[config.mk]
export PLATFORM = sky130hd
export DESIGN_NAME = opb_select_stage
export DESIGN_NICKNAME = d
export VERILOG_FILES = /design/src/rtl/opb_select_stage.sv
export SDC_FILE = /design/constraint.sdc
export NUM_CORES = 1
export LEC_CHECK = 0
export CELL_PAD_IN_SITES_DETAIL_PLACEMENT = 1
export CELL_PAD_IN_SITES_GLOBAL_PLACEMENT = 2
export CORE_ASPECT_RATIO = 1.75
export CORE_MARGIN = 5
export CORE_UTILIZATION = 28
export CTS_BUF_LIST = sky130_fd_sc_hd__clkbuf_2 sky130_fd_sc_hd__clkbuf_4 sky130_fd_sc_hd__clkbuf_8
export CTS_CLUSTER_DIAMETER = 120
export CTS_CLUSTER_SIZE = 20
export DETAILED_ROUTE_END_ITERATION = 10
export GPL_ROUTABILITY_DRIVEN = 0
export GPL_TIMING_DRIVEN = 0
export HOLD_SLACK_MARGIN = 0.02
export PLACE_DENSITY = 0.82
export SKIP_LAST_GASP = 1
export SYNTH_ARGS = -nofsm -noshare
export SYNTH_HDL_FRONTEND = slang
export SYNTH_SLANG_ARGS = --single-unit
[constraint.sdc]
create_clock -name i_clk -period 3.75 [get_ports i_clk]
set_input_delay 1.125 -clock i_clk [delete_from_list [all_inputs] [get_ports i_clk]]
set_output_delay 1.125 -clock i_clk [all_outputs]
set_load 0.01 [all_outputs]
[src/rtl/opb_select_stage.sv]
`default_nettype none
// ============================================================================
//  Module      : opb_select_stage
//  Description : Registered operand-B selector. Picks one of N_SRC full-width
//                channels or the extended immediate, and hands it to the
//                execute stage over valid/ready through a 2-entry skid buffer.
//                Build option: define OPB_SIGN_EXT_EN to sign-extend the
//                immediate; otherwise it is zero-extended.
//  Revision    : 1.0 - initial release
// ============================================================================
module opb_select_stage #(
    parameter int DATA_W = 16,
    parameter int IMM_W  = 11,
    parameter int N_SRC  = 2,
    parameter int SEL_W  = $clog2(N_SRC + 2)
) (
    input  logic                    i_clk,
    input  logic                    i_reset,
    input  logic                    i_valid,
    output logic                    o_ready,
    input  logic [SEL_W-1:0]        i_selB,
    input  logic [N_SRC*DATA_W-1:0] i_SRC,
    input  logic [IMM_W-1:0]        i_SIGNAL,
    output logic [DATA_W-1:0]       o_MUL_B,
    output logic [SEL_W-1:0]        o_src,
    output logic                    o_valid,
    input  logic                    i_ready,
    output logic                    o_err
);

    // Buffer occupancy: bit 1 = main register full, bit 0 = skid entry full.
    localparam logic [1:0] c_EMPTY = 2'b00;
    localparam logic [1:0] c_ONE   = 2'b10;
    localparam logic [1:0] c_FULL  = 2'b11;

    // Select code that picks the immediate; anything above it is illegal.
    localparam logic [SEL_W-1:0] c_IMM_SEL = SEL_W'(N_SRC);

    logic [1:0]        r_state;
    logic [DATA_W-1:0] r_main_data;
    logic [SEL_W-1:0]  r_main_src;
    logic [DATA_W-1:0] r_skid_data;
    logic [SEL_W-1:0]  r_skid_src;
    logic              r_err;

    logic [DATA_W-1:0] w_imm_ext;
    logic [DATA_W-1:0] w_sel_data;
    logic              w_sel_illegal;
    logic              w_accept;

    // Immediate widening; a full-width immediate needs no extension at all.
    generate
        if (IMM_W == DATA_W) begin : g_imm_pass
            assign w_imm_ext = i_SIGNAL;
        end else begin : g_imm_ext
`ifdef OPB_SIGN_EXT_EN
            assign w_imm_ext = {{(DATA_W-IMM_W){i_SIGNAL[IMM_W-1]}}, i_SIGNAL};
`else
            assign w_imm_ext = {{(DATA_W-IMM_W){1'b0}}, i_SIGNAL};
`endif
        end
    endgenerate

    // Input-side operand mux; illegal codes yield zero and raise a flag.
    always_comb begin
        w_sel_data    = '0;
        w_sel_illegal = 1'b0;
        for (int k = 0; k < N_SRC; k++) begin
            if (i_selB == SEL_W'(k)) begin
                w_sel_data = i_SRC[k*DATA_W +: DATA_W];
            end
        end
        if (i_selB == c_IMM_SEL) begin
            w_sel_data = w_imm_ext;
        end else if (i_selB > c_IMM_SEL) begin
            w_sel_illegal = 1'b1;
        end
    end

    // Ready depends only on the skid flop, so it is a registered signal.
    assign o_ready  = ~r_state[0];
    assign o_valid  = r_state[1];
    assign o_MUL_B  = r_main_data;
    assign o_src    = r_main_src;
    assign o_err    = r_err;
    assign w_accept = i_valid & o_ready;

    // Skid-buffer control: main register feeds the output, skid absorbs one
    // beat of back-pressure; data registers only change when a beat lands.
    always_ff @(posedge i_clk) begin
        if (i_reset) begin
            r_state     <= c_EMPTY;
            r_main_data <= '0;
            r_main_src  <= '0;
            r_skid_data <= '0;
            r_skid_src  <= '0;
            r_err       <= 1'b0;
        end else begin
            if (w_accept && w_sel_illegal) begin
                r_err <= 1'b1;
            end
            case (r_state)
                c_EMPTY: begin
                    if (w_accept) begin
                        r_main_data <= w_sel_data;
                        r_main_src  <= i_selB;
                        r_state     <= c_ONE;
                    end
                end
                c_ONE: begin
                    if (i_ready) begin
                        if (w_accept) begin
                            r_main_data <= w_sel_data;
                            r_main_src  <= i_selB;
                        end else begin
                            r_state <= c_EMPTY;
                        end
                    end else if (w_accept) begin
                        r_skid_data <= w_sel_data;
                        r_skid_src  <= i_selB;
                        r_state     <= c_FULL;
                    end
                end
                c_FULL: begin
                    if (i_ready) begin
                        r_main_data <= r_skid_data;
                        r_main_src  <= r_skid_src;
                        r_state     <= c_ONE;
                    end
                end
                default: r_state <= c_EMPTY;
            endcase
        end
    end

endmodule
`default_nettype wire

# ---- Word level (Yosys, flattened, before mapping)
# Index checks and enable logic that the tools add are counted.
dict set report totals {
  inputBits 49
  output_inout_bits 21
  register_bits 39
  wordCells 45
}
dict set report classes {
  muxes 19
  reduce_logical 7
  bitwise_logic 3
  n_eq_ne 9
  n_lt_le_gt_ge 1
}
# op count
set op_table {}
lappend op_table {{16-bit two-way mux} 6}
lappend op_table {{16-bit case mux with 3 select lines} 1}
lappend op_table {{2-bit two-way mux} 8}
lappend op_table {{2-bit case mux with 3 select lines} 2}
lappend op_table {{2-bit equality test, second input constant} 3}
lappend op_table {{2-bit inequality test, second input constant} 3}
lappend op_table {{3-bit inequality test, second input constant} 2}
lappend op_table {{3-bit AND reduction} 2}
lappend op_table {{2-bit logical NOT} 2}
lappend op_table {{4-bit AND reduction} 1}
lappend op_table {{3-bit nonzero test} 1}
lappend op_table {{2-bit by 1-bit equality test with 1-bit output, second input constant} 1}
lappend op_table {{2-bit greater-than comparator, second input constant} 1}
lappend op_table {{1-bit two-way mux} 2}
lappend op_table {{1-bit inverter} 2}
lappend op_table {{1-bit AND} 1}
lappend op_table {{1-bit logical AND} 1}

# ---- Depth between registers and ports, before layout
dict set report logic_depth {
  ltp_word 7
  ltp_mapped 7
  ltp_nobuf 6
}

# ---- Worst setup path before layout
# Ideal clock, no wire load.
dict set report synth_path {
  kind {input to register}
  startpoint {in i_selB[1]}
  endpoint {reg r_main_data[1] (netlist: o_MUL_B[1])}
  required_ns 3.618
  stages 6
  setup_slack_ns 1.723
  setup_time_ns 0.132
  n_path_buf 2
  t_arrival_ns 1.895
  cell_sequence {buf_4 > buf_6 > mux2i_1 > o2bb2ai_1 > o211ai_1 > a21oi_1}
}
dict set report synth_between {
  elab_chain_len 7
  word_cells_on_any_way 9
  classes_between {eq/ne: 2; mux: 6; reduce/logical: 1}
}
# item line
set synth_rtl {}
lappend synth_rtl {{start, declared} 21} ;# input logic [SEL_W-1:0] i_selB,
lappend synth_rtl {{2-bit logical NOT} 69} ;# if (i_selB == SEL_W'(k)) begin
lappend synth_rtl {{16-bit two-way mux (2 in series)} 69}
lappend synth_rtl {{16-bit two-way mux (*)} 73} ;# if (i_selB == c_IMM_SEL) begin
lappend synth_rtl {{16-bit two-way mux (*)} {104, 112}}
lappend synth_rtl {{16-bit two-way mux} 111} ;# if (i_ready) begin
lappend synth_rtl {{16-bit case mux with 3 select lines (*)} 102} ;# case (r_state)
lappend synth_rtl {{end signal, assigned} 105} ;# r_main_data <= w_sel_data;
lappend synth_rtl {{end signal, assigned} 113} ;# r_main_data <= w_sel_data;
lappend synth_rtl {{end signal, assigned} 126} ;# r_main_data <= r_skid_data;
lappend synth_rtl {{end, declared} 40} ;# logic [DATA_W-1:0] r_main_data;
# Mark *: on every way between the ends. The rest lies on a longest branch, timed or not. The select of a mux whose other input is x is not followed.
# A chain may end at the register's enable or synchronous reset.

# ---- Final worst setup path
dict set report layout_path {
  startpoint {reg r_state[0]}
  endpoint {out o_ready}
}
dict set report layout_between {
  elab_chain_len 1
}
# item line
set layout_rtl {}
lappend layout_rtl {{start, declared} 39} ;# logic [1:0] r_state;
lappend layout_rtl {{start signal, assigned} 92} ;# r_state <= c_EMPTY;
lappend layout_rtl {{start signal, assigned} 107} ;# r_state <= c_ONE;
lappend layout_rtl {{start signal, assigned} 116} ;# r_state <= c_EMPTY;
lappend layout_rtl {{1-bit inverter} 81} ;# assign o_ready = ~r_state[0];
lappend layout_rtl {{end, declared} 20} ;# output logic o_ready,
# No other way between the ends.

==> results.json <==
{
  "tightest_slew_ns": 0.562,
  "place.port_buffers": 68,
  "synth_area_leader_cell": "sky130_fd_sc_hd__dfxtp_1",
  "met1_usage": 0.157,
  "hold_class": "flop to flop",
  "root_buffer": "sky130_fd_sc_hd__clkbuf_8",
  "timing.final.max_slew_violations": 0,
  "worst_setup_path_start_kind": "flop",
  "initial_antenna_violation_count": 0,
  "postCtsResizedCells": 0,
  "slowest_stage": "sky130_fd_sc_hd__clkdlybuf4s50_1",
  "synth-warning-count": 0,
  "final.setup.worst_slack_ns": 1.24,
  "layoutNonFillerInstCount": 400,
  "routed-via-count": 2002,
  "grt_max_degree": 13,
  "clk-insertion-delay-late_ns": 0.30,
  "ctsHtreeMaxLevel": 2,
  "min_path_cells": 2,
  "die_w_microns": 74.2,
  "pre_cts_slack_ns": 0.912,
  "antenna-diode-count": 0,
  "drtIter0Drc": 58,
  "synth.area.top_cells": "sky130_fd_sc_hd__dfxtp_1 39%, sky130_fd_sc_hd__mux2i_1 8.9%, sky130_fd_sc_hd__nor2_1 6.9%",
  "cts_inserted_buffers": 5,
  "detail_route.vias_per_cell": 5.01,
  "floorplan.die_area_sq_um": 9070,
  "cap_violations": 0,
  "result_of_the_run": "finished, final reports clean",
  "fillerInstances": 874,
  "cts_setup_buffers": 0,
  "grt_setup_unrepaired": "no",
  "highest_utilization_routing_layer_at_the_global_route_stage": "met2",
  "setup_viol_count_final": 0,
  "dr.pass1.iters": 4,
  "hold_violations": 0,
  "max_stage_delay_ns": 0.50,
  "remaining_drc_errors": 0,
  "ys_seq_elements": 39,
  "post_detailed_route_wirelength_per_cell_microns": 15.9,
  "timing.final.crit_period_ns": 2.51,
  "design_power_total_uw": 1360,
  "yosys_cell_types": 28,
  "global_route_wire_length_before_repair_microns": 10400,
  "fin_nets": 366,
  "gr-usage-all-layers": 0.150,
  "reg2reg_slack_ns": 1.89,
  "synth_cell_area_sq_um": 2020,
  "setup-tns-final_ns": 0,
  "holdBufCountCts": 0,
  "syn2layout_area_growth_pct": 45.8,
  "synthDominantCellAreaShare": 0.387,
  "endpoint_kind": "output pin",
  "clock_sinks": 39,
  "crit_chain": "inv_1 -> clkdlybuf4s50_1",
  "fmax_mhz": 398,
  "setup.worst_path.class": "flop to output pin",
  "timing.slew.headroom": 0.625,
  "layout_worst_path_cycle_share": 0.670,
  "clkSlewWorstSetupHoldPaths_ns": 0.07,
  "critical_path.reg2reg.startpoint": "r_state[0]",
  "power_density_cells_nw_per_um2": 463,
  "hold_end": "o_MUL_B[9]",
  "p_leak_uw": 0.00106,
  "num_io_pins": 70,
  "core_area_sq_um": 7130,
  "critical-path-top-delay-family": "buffers and inverters",
  "groute.layer.met2.usage": 0.292,
  "r2r_end": "o_MUL_B[10]",
  "clock_tree_from_tritoncts": "yes",
  "required_ns": 2.62,
  "worst-r2r-cell-count": 7,
  "hold_start": "o_MUL_B[9]",
  "irDropWorstVdd_v": 0.000265,
  "skew_ns": 0.00637,
  "critical_path_arrival_ns": 1.39,
  "drive_gt1_frac": 0.0955,
  "initial_cell_density_of_the_core": 0.283,
  "die_h_microns": 122,
  "synth.avg_cell_area_sq_um": 8.47,
  "numPlacedInstances": 392,
  "syn_inst": 238,
  "syn_nets": 291,
  "largest_driver_fanout_on_the_critical_path": 7,
  "global_route_total_overflow": 0,
  "seq_area_frac_synth": 0.387,
  "finalWirelength_microns": 6370,
  "final_antenna_net_count": 0,
  "max-clock-path-buffers": 2,
  "grt_util_met3": 0.0221,
  "first_global_vias": 2102,
  "placementRows": 41,
  "crit_buf_inv": 2,
  "detailedPlacementHpwl_microns": 4970
}
## worst register-to-register path, cell delays in order, from the launching register on
cell	delay [ns]
sky130_fd_sc_hd__dfxtp_1	0.46
sky130_fd_sc_hd__inv_1	0.14
sky130_fd_sc_hd__ha_1	0.26
sky130_fd_sc_hd__o21ba_2	0.24
sky130_fd_sc_hd__a21o_2	0.26
sky130_fd_sc_hd__buf_2	0.22
sky130_fd_sc_hd__nand2_1	0.10
sky130_fd_sc_hd__a21oi_1	0.06
## worst max-delay path by stage
| stage | start | endpoint | slack (ns) | depth (start not counted) |
|---|---|---|---|---|
| final | r_state[0] | o_ready | 1.24 | 2 |
| after CTS | r_state[0] | o_ready | 1.22 | 2 |
| after global routing | i_reset | r_state[0] | 1.14 | 4 |
| after floorplan | i_selB[1] | o_MUL_B[1] | 1.72 | 6 |
| after global placement | i_reset | r_state[0] | 0.91 | 4 |
| after detailed placement | i_reset | r_state[0] | 0.91 | 4 |
## per-layer routing
layer / wire, microns / vias up
met3: 264 / 7
met2: 3720 / 41
li1: - / 991
met5: 0 / -
met4: 91 / 0
met1: 2300 / 963
## where the power goes
group          leakage [uW]  switching, uW  internal (uW)
registers          0.000319           32.1            470
clock network     0.0000688            154            273
logic              0.000676            214            219
total               0.00106            400            962
## sequential cells by signal, summed over array words and instances (netlist names)
register,cells
o_src,2
r_skid_src,2
r_state,2
o_MUL_B,16
r_skid_data,16
o_err,1
## synthesized netlist by cell type
cell                         n
sky130_fd_sc_hd__o21ba_2     1
sky130_fd_sc_hd__o22ai_2     1
sky130_fd_sc_hd__or4_1       1
sky130_fd_sc_hd__buf_4       2
sky130_fd_sc_hd__a211oi_2    2
sky130_fd_sc_hd__mux2i_1    18
sky130_fd_sc_hd__dfxtp_1    39
sky130_fd_sc_hd__nor2_1     37
sky130_fd_sc_hd__inv_1       3
sky130_fd_sc_hd__nand2b_4    1
sky130_fd_sc_hd__clkbuf_1    6
sky130_fd_sc_hd__ha_1        4
sky130_fd_sc_hd__a41oi_1     1
sky130_fd_sc_hd__a21o_2      1
sky130_fd_sc_hd__nor2b_1     1
sky130_fd_sc_hd__mux2_1      1
sky130_fd_sc_hd__o211ai_1   11
sky130_fd_sc_hd__nand2b_1   13
sky130_fd_sc_hd__a21oi_2     1
sky130_fd_sc_hd__o2bb2ai_1  11
sky130_fd_sc_hd__nor3_1     26
sky130_fd_sc_hd__nand4bb_2   1
sky130_fd_sc_hd__buf_6       4
sky130_fd_sc_hd__buf_2       8
sky130_fd_sc_hd__a21oi_1    20
sky130_fd_sc_hd__nand2_1    17
sky130_fd_sc_hd__a211oi_1    6
sky130_fd_sc_hd__o21ai_0     1
## per-stage QoR
step	hold slack (ns)	util	area [sq um]
2_1_floorplan	0.436	-	2020
3_3_place_gp	0.445	0.393	2810
3_5_place_dp	0.449	0.393	2810
4_1_cts	0.460	0.413	2940
5_1_grt	0.481	0.413	2940
6_report	0.457	0.413	2940
## cell families (layout without fill, tap and decap cells)
| family | Yosys count | count (layout) | synth area share |
|---|---|---|---|
| AOI/OAI and AO/OA | 56 | 56 | 0.200 |
| adders and majority gates | 4 | 4 | 0.0248 |
| buffers and inverters | 23 | 99 | 0.0664 |
| DFF | 39 | 39 | 0.387 |
| muxes | 19 | 19 | 0.0949 |
| and+or+nand+nor | 97 | 97 | 0.227 |
## final cells by class
class	instances	area, sq um	share of cell area
Timing Repair Buffer	68	681	0.231
Clock buffer	6	76.3	0.0259
Sequential cell	39	781	0.265
Multi-Input combinational cell	176	1100	0.375
Clock inverter	2	60.1	0.0204
Buffer	20	123	0.0417
Inverter	3	11.3	0.00383
Tap cell	86	108	0.0366
## cells in the final DEF (no fill, tap or decap), drive strengths merged
cell type       n
a41oi           1
or4             1
a211oi          8
o22ai           1
nand2          17
inv             3
nand4bb         1
bufinv          2
nor3           26
clkdlybuf4s50  68
mux2i          18
dfxtp          39
o2bb2ai        11
a21oi          21
nor2           37
o21ba           1
clkbuf         12
nor2b           1
o21ai           1
nand2b         14
mux2            1
o211ai         11
ha              4
buf            14
a21o            1
No activity file was read; power rests on OpenSTA's default activity.
